**src/rtl/vc_buf_pkg.sv**
```systemverilog
// Width helpers shared by the virtual-channel buffer pool and its free list.
package vc_buf_pkg;

    function automatic int unsigned clog2_min1(input int unsigned n);
        return (n <= 2) ? 1 : $clog2(n);
    endfunction

    function automatic int unsigned vc_w(input int unsigned num_vc);
        return clog2_min1(num_vc);
    endfunction

    function automatic int unsigned ptr_w(input int unsigned depth);
        return clog2_min1(depth);
    endfunction

    function automatic int unsigned cnt_w(input int unsigned depth);
        return $clog2(depth + 1);
    endfunction

endpackage

```
**src/rtl/vc_free_list.sv**
```systemverilog
// Free-entry bitmask for the shared pool: lowest-index grant, alloc/release, free count.
module vc_free_list
    import vc_buf_pkg::*;
#(
    parameter int DEPTH = 8
) (
    input  logic                        clk,
    input  logic                        rst_n,
    input  logic                        alloc,
    input  logic                        rel,
    input  logic [ptr_w(DEPTH)-1:0]     rel_idx,
    output logic [ptr_w(DEPTH)-1:0]     grant_idx,
    output logic [cnt_w(DEPTH)-1:0]     free_count
);

    localparam int PTR_W = ptr_w(DEPTH);
    localparam int CNT_W = cnt_w(DEPTH);

    logic [DEPTH-1:0] mask_q;
    logic [DEPTH-1:0] mask_d;
    logic             found;

    // Grant and count come from the registered mask, so a released entry
    // only becomes grantable from the cycle after its release.
    always_comb begin
        grant_idx  = '0;
        found      = 1'b0;
        free_count = '0;
        for (int unsigned i = 0; i < DEPTH; i++) begin
            if (mask_q[i] && !found) begin
                grant_idx = PTR_W'(i);
                found     = 1'b1;
            end
            free_count = free_count + CNT_W'(mask_q[i]);
        end
    end

    always_comb begin
        mask_d = mask_q;
        if (alloc) mask_d[grant_idx] = 1'b0;
        if (rel)   mask_d[rel_idx]   = 1'b1;
    end

    always_ff @(posedge clk or negedge rst_n) begin
        if (!rst_n) mask_q <= '1;
        else        mask_q <= mask_d;
    end

endmodule

```
**src/rtl/vc_shared_buf_pool.sv**
```systemverilog
// NUM_VC linked-list FIFOs sharing one DEPTH-entry data pool.
// Optional VC_RESERVE_EN: each empty VC keeps one pool slot in reserve.
module vc_shared_buf_pool
    import vc_buf_pkg::*;
#(
    parameter int NUM_VC = 4,
    parameter int DEPTH  = 8,
    parameter int DATA_W = 32
) (
    input  logic                              clk,
    input  logic                              rst_n,
    input  logic                              enq_valid,
    input  logic [vc_w(NUM_VC)-1:0]           enq_vc,
    input  logic [DATA_W-1:0]                 enq_data,
    output logic                              enq_ready,
    input  logic [vc_w(NUM_VC)-1:0]           deq_vc,
    input  logic                              deq_ready,
    output logic                              deq_valid,
    output logic [DATA_W-1:0]                 deq_data,
    output logic [NUM_VC*cnt_w(DEPTH)-1:0]    vc_count,
    output logic [cnt_w(DEPTH)-1:0]           free_count
);

    localparam int VC_W  = vc_w(NUM_VC);
    localparam int PTR_W = ptr_w(DEPTH);
    localparam int CNT_W = cnt_w(DEPTH);

    typedef struct packed {
        logic [PTR_W-1:0] head;
        logic [PTR_W-1:0] tail;
        logic [CNT_W-1:0] count;
    } vc_state_t;

    typedef logic [DATA_W-1:0] entry_t;

    vc_state_t        vc_q    [NUM_VC];
    vc_state_t        vc_d    [NUM_VC];
    logic [PTR_W-1:0] next_q  [DEPTH];
    entry_t           pool_q  [DEPTH];

    logic [PTR_W-1:0] grant_idx;
    logic [PTR_W-1:0] deq_head;
    logic [PTR_W-1:0] next_wa;
    logic [VC_W-1:0]  enq_sel;
    logic [VC_W-1:0]  deq_sel;
    logic             enq_ok, deq_ok, rsv_ok;
    logic             enq_fire, deq_fire, next_we;

    generate
        if ((1 << VC_W) == NUM_VC) begin : g_vc_pow2
            assign enq_ok = 1'b1;
            assign deq_ok = 1'b1;
        end else begin : g_vc_range
            assign enq_ok = int'(enq_vc) < NUM_VC;
            assign deq_ok = int'(deq_vc) < NUM_VC;
        end
    endgenerate

    assign enq_sel   = enq_ok ? enq_vc : '0;
    assign deq_sel   = deq_ok ? deq_vc : '0;
    assign deq_head  = vc_q[deq_sel].head;
    assign deq_valid = deq_ok && (vc_q[deq_sel].count != '0);
    assign deq_data  = deq_valid ? pool_q[deq_head] : '0;
    assign deq_fire  = deq_valid && deq_ready;

`ifdef VC_RESERVE_EN
    logic [CNT_W-1:0] empty_others;

    always_comb begin
        empty_others = '0;
        for (int unsigned v = 0; v < NUM_VC; v++) begin
            if (vc_q[v].count == '0 && VC_W'(v) != enq_vc)
                empty_others = empty_others + 1'b1;
        end
        rsv_ok = free_count > empty_others;
    end
`else
    assign rsv_ok = 1'b1;
`endif

    assign enq_ready = (free_count != '0) && enq_ok && rsv_ok;
    assign enq_fire  = enq_valid && enq_ready;

    // Dequeue is applied first so a same-VC enqueue onto a VC draining its
    // last entry sees an empty list and becomes both head and tail.
    always_comb begin
        vc_d    = vc_q;
        next_we = 1'b0;
        next_wa = '0;
        if (deq_fire) begin
            if (vc_q[deq_sel].count > CNT_W'(1))
                vc_d[deq_sel].head = next_q[deq_head];
            vc_d[deq_sel].count = vc_q[deq_sel].count - 1'b1;
        end
        if (enq_fire) begin
            if (vc_d[enq_sel].count == '0) begin
                vc_d[enq_sel].head = grant_idx;
            end else begin
                next_we = 1'b1;
                next_wa = vc_d[enq_sel].tail;
            end
            vc_d[enq_sel].tail  = grant_idx;
            vc_d[enq_sel].count = vc_d[enq_sel].count + 1'b1;
        end
    end

    always_ff @(posedge clk or negedge rst_n) begin
        if (!rst_n) begin
            for (int unsigned v = 0; v < NUM_VC; v++) vc_q[v] <= '0;
        end else begin
            vc_q <= vc_d;
        end
    end

    always_ff @(posedge clk) begin
        if (enq_fire) pool_q[grant_idx] <= enq_data;
        if (next_we)  next_q[next_wa]   <= grant_idx;
    end

    vc_free_list #(
        .DEPTH(DEPTH)
    ) u_free_list (
        .clk        (clk),
        .rst_n      (rst_n),
        .alloc      (enq_fire),
        .rel        (deq_fire),
        .rel_idx    (deq_head),
        .grant_idx  (grant_idx),
        .free_count (free_count)
    );

    int unsigned used_total;

    always_comb begin
        vc_count   = '0;
        used_total = 0;
        for (int unsigned v = 0; v < NUM_VC; v++) begin
            vc_count[v*CNT_W +: CNT_W] = vc_q[v].count;
            used_total = used_total + 32'(vc_q[v].count);
        end
    end

    assert property (@(posedge clk) disable iff (!rst_n)
        used_total + 32'(free_count) == DEPTH);

endmodule
```
**config.mk**
```make
export PLATFORM = sky130hd
export DESIGN_NAME = vc_shared_buf_pool
export DESIGN_NICKNAME = d
export VERILOG_FILES = /design/src/rtl/vc_buf_pkg.sv /design/src/rtl/vc_free_list.sv /design/src/rtl/vc_shared_buf_pool.sv
export SDC_FILE = /design/constraint.sdc
export NUM_CORES = 1
export LEC_CHECK = 0
export CAP_MARGIN = 20
export CELL_PAD_IN_SITES_DETAIL_PLACEMENT = 0
export CELL_PAD_IN_SITES_GLOBAL_PLACEMENT = 1
export CORE_UTILIZATION = 49
export CTS_CLUSTER_SIZE = 28
export DETAILED_ROUTE_END_ITERATION = 10
export PLACE_DENSITY = 0.86
export SLEW_MARGIN = 5
export SYNTH_ARGS = -nofsm -noshare
export SYNTH_HDL_FRONTEND = slang
export SYNTH_SLANG_ARGS = --single-unit
```
**constraint.sdc**
```tcl
create_clock -name clk -period 8.4 [get_ports clk]
set_input_delay 1.68 -clock clk [delete_from_list [all_inputs] [get_ports clk]]
set_output_delay 1.68 -clock clk [all_outputs]
set_load 0.01 [all_outputs]
```
==> results of run 1 <==
==> through the flow <==
step                instance area [sq um]  hold WS (ns)   util  worst slack (ns)  cells
global route                        16700         0.506  0.582             0.703   1564
global placement                    15500         0.459  0.543              1.14   1507
CTS                                 16700         0.484  0.582              1.01   1564
floorplan                           14300         0.444      -              1.32   1072
detailed placement                  15500         0.470  0.543              1.05   1507
finish                              16700         0.481  0.582             0.983   1564
==> cell families after synthesis <==
family | after synthesis | share of synthesized area
adder cells (fa/ha/maj) | 13 | 0.0135
buffers and inverters | 100 | 0.0337
multiplexers | 70 | 0.0697
flip-flops | 328 | 0.675
AO/OA/AOI/OAI | 220 | 0.0993
AND/OR/NAND/NOR | 333 | 0.104
XOR/XNOR | 8 | 0.00492
==> cell type report <==
class	instances	share of cell area
well taps	384	0.0289
clock buffers	40	0.0536
repair buffers	121	0.0682
clock inverters	17	0.0126
inverters	30	0.00676
flip-flops and latches	328	0.578
multi-input cells	644	0.252
==> worst min-delay path by stage <==
| stage | to | slack, ns | depth (start not counted) |
|---|---|---|---|
| after floorplan | vc_q[24]$_DFFE_PN0P_ | 0.44 | 2 |
| after global placement | vc_q[25]$_DFFE_PN0P_ | 0.46 | 2 |
| after detailed placement | vc_q[24]$_DFFE_PN0P_ | 0.47 | 2 |
| after CTS | vc_q[24]$_DFFE_PN0P_ | 0.48 | 2 |
| after global routing | vc_q[25]$_DFFE_PN0P_ | 0.51 | 2 |
| final | vc_q[26]$_DFFE_PN0P_ | 0.48 | 2 |
==> registers in the layout (all words and copies together), names as in the netlist <==
register / flops
pool_q: 256
vc_q: 24
next_q: 24
u_free_list.mask_q: 8
vc_count: 16
==> critical path, cell delays in order <==
cell             delay, ns
clkdlybuf4s50_1       0.65
mux4_1                0.49
inv_1                 0.07
ha_1                  0.36
and2_1                0.25
o21ai_0               0.11
nand2_1               0.24
inv_1                 0.56
o21ai_0               0.22
a31oi_1               0.18
o21ai_0               0.12
a21oi_1               0.22
clkdlybuf4s50_1       0.57
==> routing by layer <==
| layer | GRT usage | up-vias | wire (um) |
|---|---|---|---|
| li1 | - | 4188 | - |
| met3 | 0.0303 | 72 | 2230 |
| met2 | 0.381 | 378 | 16600 |
| met4 | 0.0751 | 0 | 993 |
| met1 | 0.306 | 4557 | 14200 |
| met5 | 0 | - | 0 |
==> layout by cell type, fill, tap and decap left out, types with 10 or more instances in the layout <==
master and n:
a21oi_1 46, a311oi_1 14, a31oi_1 23, buf_4 28, clkbuf_16 33, clkdlybuf4s50_1 92, dfrtp_1 40, edfxtp_1 280
inv_1 30, mux2_2 10, mux2i_1 37, mux4_2 18, nand2_1 172, nand3_1 29, nor2_1 67, o21ai_0 67
o22ai_1 14
==> power breakdown <==
group	internal, W	leakage, nW	total, W	switching, W
Sequential	0.00225	3.12	0.00242	0.000173
Combinational	0.00121	2.24	0.00303	0.00182
Clock	0.000875	0.531	0.00148	0.000605
==> flow_metrics.py, run 1 <==
metrics = {
    "outcome": {
        "status": "completed",
    },
    "floorplan": {
        "die_area_sq_um": 29800,
        "rows": 62,
        "initial_core_util": 0.498,
        "ios": 94,
        "die_h_um": 173,
        "die_w_um": 173,
        "core_area_sq_um": 28600,
    },
    "critical_path": {
        "crit_type": "primary input to output pin",
        "worst_setup_path_end_kind": "output pin",
        "crit_path_max_fanout": 16,
        "r2r_start": "u_free_list.mask_q[1]$_DFF_PN1_",
        "arrival_ns": 5.74,
        "crit_path_start_kind": "primary input",
        "crit_start": "deq_vc[0]",
        "rr_worst_depth": 14,
        "required_ns": 6.72,
        "endpoint": "deq_data[4]",
        "rr_endpoint": "pool_q[7][27]$_DFFE_PP_",
        "r2r_slack_ns": 3.03,
    },
    "drt": {
        "routedWlPerCell_um": 21.8,
        "first_pass_iters": 7,
        "drt_iter0_drc": 921,
        "ant_nets": 0,
        "vias_per_cell": 5.88,
        "drc_errors": 0,
        "vias": 9195,
        "routed_wl_um": 34000,
    },
    "logic_synthesis": {
        "synth_edf_count": 280,
        "ys_warn_count": 0,
        "synth_area_leaders": "edfxtp_1 (59%), dfrtp_1 (7.0%), nand2_1 (4.5%)",
        "yosys.area.top_type": "edfxtp_1",
        "syn_nets": 1125,
        "synth_area_per_cell_sq_um": 13.3,
        "synth_cells": 1072,
        "ys_ff_latch": 328,
        "yosys.area.top_type_share": 0.590,
        "synth_async_sr_flop_share": 0.146,
        "ys.flop_type": "edfxtp_1",
        "ys_seq_area_frac": 0.675,
        "synth_cell_types": 66,
        "netlist_top_cells_count": "edfxtp_1 (280), nand2_1 (172), nor2_1 (70)",
        "synth.most_common_cell": "edfxtp_1",
        "netlist_area_sq_um": 14300,
    },
    "sta": {
        "max_clock_freq_mhz": 135,
        "period_needed_ns": 7.42,
        "period_share": 0.883,
        "totalNegativeSetupSlack_ns": 0,
        "rsz0062_at_grt": "no",
        "finClkSkew_ns": 0.0142,
        "setup_violations": 0,
        "drv_slew": 0,
        "relSlewSlack": 0.193,
        "tightest_slew_ns": 1.21,
        "hold_viol_final": 0,
    },
    "global_routing": {
        "grt_pass1_wl_um": 52100,
        "grt_usage": 0.227,
        "antenna_found_initial": 0,
        "grt_max_degree": 55,
        "globalRoute.totalOverflow": 0,
        "grt_pass1_vias": 9006,
    },
    "finish": {
        "drive_gt1_frac": 0.119,
        "fillCellCount": 2214,
        "final_nets": 1209,
        "seqCellArea_sq_um": 9620,
        "syn_to_final_growth_pct": 16.8,
        "num_antenna_cells": 0,
        "multi_input_area_sq_um": 4200,
    },
    "cts": {
        "cts-hold-fix-buffers": 0,
        "post_cts_resized": 0,
        "cts-htree-levels": 1,
        "root_buffer": "clkbuf_16",
        "worst_skew_pair.late_latency_ns": 0.57,
        "numClockSinks": 328,
        "cts_made_buffers": 31,
        "path_clk_slew_ns": 0.06,
        "cts_setup_buffers": 0,
        "cts_tree": "yes",
        "clockBufferDepth": 3,
    },
    "worst_hold_path": {
        "min_from": "vc_q[26]$_DFFE_PN0P_",
        "hold_class": "flip-flop to flip-flop",
    },
    "power": {
        "ir_drop_mv": 0.323,
        "finalPower_w": 0.00693,
        "powerDensity_nw_per_um2": 416,
        "p_leak_nw": 5.89,
    },
    "place": {
        "portBuffers": 93,
        "place.gp.congestion": 0.852,
        "hpwl_um": 21300,
    },
    "job": {
        "maxCapViolations": 0,
    },
}
Note: power is estimated with default switching activity, not from simulation.
==> inputs of run 2 (changes only) <==
Settings changed: ABC_AREA set to 1, CORE_UTILIZATION 49 to 48, CTS_CLUSTER_DIAMETER set to 200.
==> run 2 against run 1 <==
  * Worst hold slack improved by 0.025 ns
  * Clock-buffer cell count fell by 21
  * Synthesized cell count rose by 16%
  * Maximum frequency rose by 0.53%
  * Cell count rose by 8.6%
  * Critical path type unchanged
  * Utilization fell by 3.4 points
  * Via count rose by 3.7%
  * Sequential share of layout area rose by 3.4 points
  * Largest cell class unchanged
  * Clock power fell by 46%
  * Critical path depth fell by 2
  * Sequential cell count did not move
==> flow_metrics.py, run 2 <==
metrics = {
    "sta": {
        "max_clock_freq_mhz": 136,
        "period_share": 0.878,
        "relSlewSlack": 0.270,
        "tightest_slew_ns": 1.09,
        "drv_slew": 0,
        "setup_violations": 0,
        "totalNegativeSetupSlack_ns": 0,
        "setup_slack_ns": 1.02,
        "rsz0062_at_grt": "no",
        "hold_viol_final": 0,
        "finClkSkew_ns": 0.0218,
        "period_needed_ns": 7.38,
    },
    "cts": {
        "cts_tree": "yes",
        "cts-htree-levels": 1,
        "clockBufferDepth": 3,
        "numClockSinks": 328,
        "worst_skew_pair.late_latency_ns": 0.51,
        "cts_setup_buffers": 0,
        "cts_made_buffers": 15,
        "path_clk_slew_ns": 0.12,
        "post_cts_resized": 0,
        "root_buffer": "clkbuf_16",
        "cts-hold-fix-buffers": 0,
    },
    "critical_path": {
        "crit_type": "primary input to output pin",
        "cpMaxStageDelayCell": "clkdlybuf4s50_1",
        "arrival_ns": 5.70,
        "max_stage_delay_ns": 0.86,
        "rr_worst_depth": 13,
        "crit_family": "buffers and inverters",
        "worst_setup_path_end_kind": "output pin",
        "crit_buf_inv": 6,
        "crit_cells": 11,
        "crit_start": "deq_vc[1]",
        "r2r_start": "u_free_list.mask_q[0]$_DFF_PN1_",
        "crit_path_start_kind": "primary input",
        "crit_path_max_fanout": 14,
        "crit_chain": "clkdlybuf4s50_1, inv_2, nor2_1, inv_1, o21ai_2, inv_2, nand3_1, buf_4, o221ai_1, nor3_1, clkdlybuf4s50_1",
        "r2r_slack_ns": 3.31,
        "required_ns": 6.72,
    },
    "place": {
        "place_area_sq_um": 15300,
        "portBuffers": 93,
        "place.gp.congestion": 0.867,
        "hpwl_um": 20600,
        "dpl_worst_slack_ns": 1.16,
    },
    "drt": {
        "ant_nets": 0,
        "routed_wl_um": 33600,
        "routedWlPerCell_um": 19.8,
        "drc_errors": 0,
        "vias": 9535,
        "vias_per_cell": 5.62,
        "first_pass_iters": 5,
        "drt_iter0_drc": 800,
    },
    "floorplan": {
        "rows": 62,
        "die_h_um": 173,
        "core_area_sq_um": 28700,
        "ios": 94,
        "die_w_um": 173,
        "initial_core_util": 0.489,
        "die_area_sq_um": 29900,
    },
    "logic_synthesis": {
        "synth_top_family_by_area": "simple AND/OR/NAND/NOR gates",
        "synth_cell_types": 41,
        "ys_seq_area_frac": 0.685,
        "ys.flop_type": "edfxtp_1",
        "yosys.area_share.simple": 0.177,
        "synth-compound-area-share": 0.0740,
        "synth_area_per_cell_sq_um": 11.3,
        "synth.most_common_cell": "nand2_1",
        "synth_mux_area_frac": 0,
        "synth_adder_area_share": 0.0137,
        "netlist_area_sq_um": 14000,
        "synth_async_sr_flop_share": 0.146,
        "netlist_top_cells_count": "nand2_1 (358), edfxtp_1 (280), nand3_1 (111)",
        "yosys.area.top_type": "edfxtp_1",
        "yosys.area.top_type_share": 0.599,
        "synth_edf_count": 280,
        "synth_cells": 1241,
        "synth_area_leaders": "edfxtp_1 (60%), nand2_1 (9.6%), dfrtp_1 (7.1%)",
        "ys_warn_count": 0,
        "synth_xor_area_frac": 0.00125,
        "syn_nets": 1294,
        "ys_ff_latch": 328,
    },
    "finish": {
        "regMostFlops": "pool_q",
        "final_cell_mix": "nand2_1 (358), edfxtp_1 (280), nand3_1 (111), o21ai_0 (92), clkdlybuf4s50_1 (92)",
        "largest_reg_flops": 256,
        "final_nets": 1364,
        "fillCellCount": 2435,
        "drive_gt1_frac": 0.0647,
        "num_antenna_cells": 0,
        "layout_commonest_cell": "nand2_1",
        "seqCellArea_sq_um": 9620,
        "reg_top3": "pool_q (256), next_q (24), vc_q (24)",
        "multi_input_area_sq_um": 3790,
        "syn_to_final_growth_pct": 12.1,
        "fin_area_sq_um": 15700,
    },
    "global_routing": {
        "globalRoute.totalOverflow": 0,
        "grt_max_degree": 79,
        "grt_usage": 0.225,
        "antenna_found_initial": 0,
        "grt_pass1_wl_um": 52000,
        "grt_pass1_vias": 9231,
    },
    "worst_hold_path": {
        "holdPathStages": 2,
        "hold_class": "flip-flop to flip-flop",
        "min_from": "vc_q[34]$_DFFE_PN0P_",
    },
    "outcome": {
        "status": "completed",
    },
    "power": {
        "ir_drop_mv": 0.227,
        "powerDensity_nw_per_um2": 348,
        "p_leak_nw": 5.85,
    },
    "job": {
        "maxCapViolations": 0,
    },
}
==> run 2: routing by layer <==
layer | GRT usage | part of all wire | vias up
li1 | - | - | 4461
met3 | 0.0257 | 0.053 | 59
met1 | 0.311 | 0.44 | 4687
met2 | 0.374 | 0.49 | 328
met4 | 0.0719 | 0.022 | 0
met5 | 0 | 0 | -
==> run 2: worst paths after layout <==
check / end
max: deq_data[31]
min: vc_q[34]$_DFFE_PN0P_
max reg2reg: pool_q[6][16]$_DFFE_PP_
min reg2reg: vc_q[34]$_DFFE_PN0P_
max in group asynchronous: vc_q[28]$_DFF_PN0_
min in group asynchronous: vc_count[12]$_DFF_PN0_
==> run 2: through the flow <==
stage,util,power (W),hold WS (ns),instances
final,0.548,0.00548,0.506,1698
after global placement,0.533,0.00466,0.470,1677
after CTS,0.548,0.00550,0.509,1698
after global routing,0.548,0.00579,0.533,1698
after detailed placement,0.534,0.00471,0.480,1678
after floorplan,-,0.00370,0.453,1241
==> run 2: area by class of cell <==
type | instances | share of cell area
timing repair buffer | 115 | 0.0706
clock inverter | 1 | 0.000557
sequential | 328 | 0.612
tap | 384 | 0.0305
multi-input combinational | 764 | 0.241
clock buffer | 19 | 0.0248
inverter | 87 | 0.0208
==> run 2: worst register-to-register path, delay by kind of cell (launching register included) <==
family,cells,cell delay (ns)
fa+ha+maj,5,2.06
xor+xnor,1,0.19
flops,1,0.55
buf+inv,3,0.56
simple gates,4,1.39
==> run 2: power by group <==
| part | switching [W] | total [W] | internal, W | leakage [nW] |
|---|---|---|---|---|
| clock | 0.000469 | 0.000802 | 0.000334 | 0.194 |
| sequential | 0.000133 | 0.00232 | 0.00219 | 3.13 |
| combinational | 0.00146 | 0.00236 | 0.000899 | 2.52 |
==> run 2: kinds of logic after synthesis <==
group,Yosys count
AOI/OAI and AO/OA,172
xor gates and xnor gates,2
DFF,328
and+or+nand+nor,577
buffers and inverters,149
adders and majority gates,13
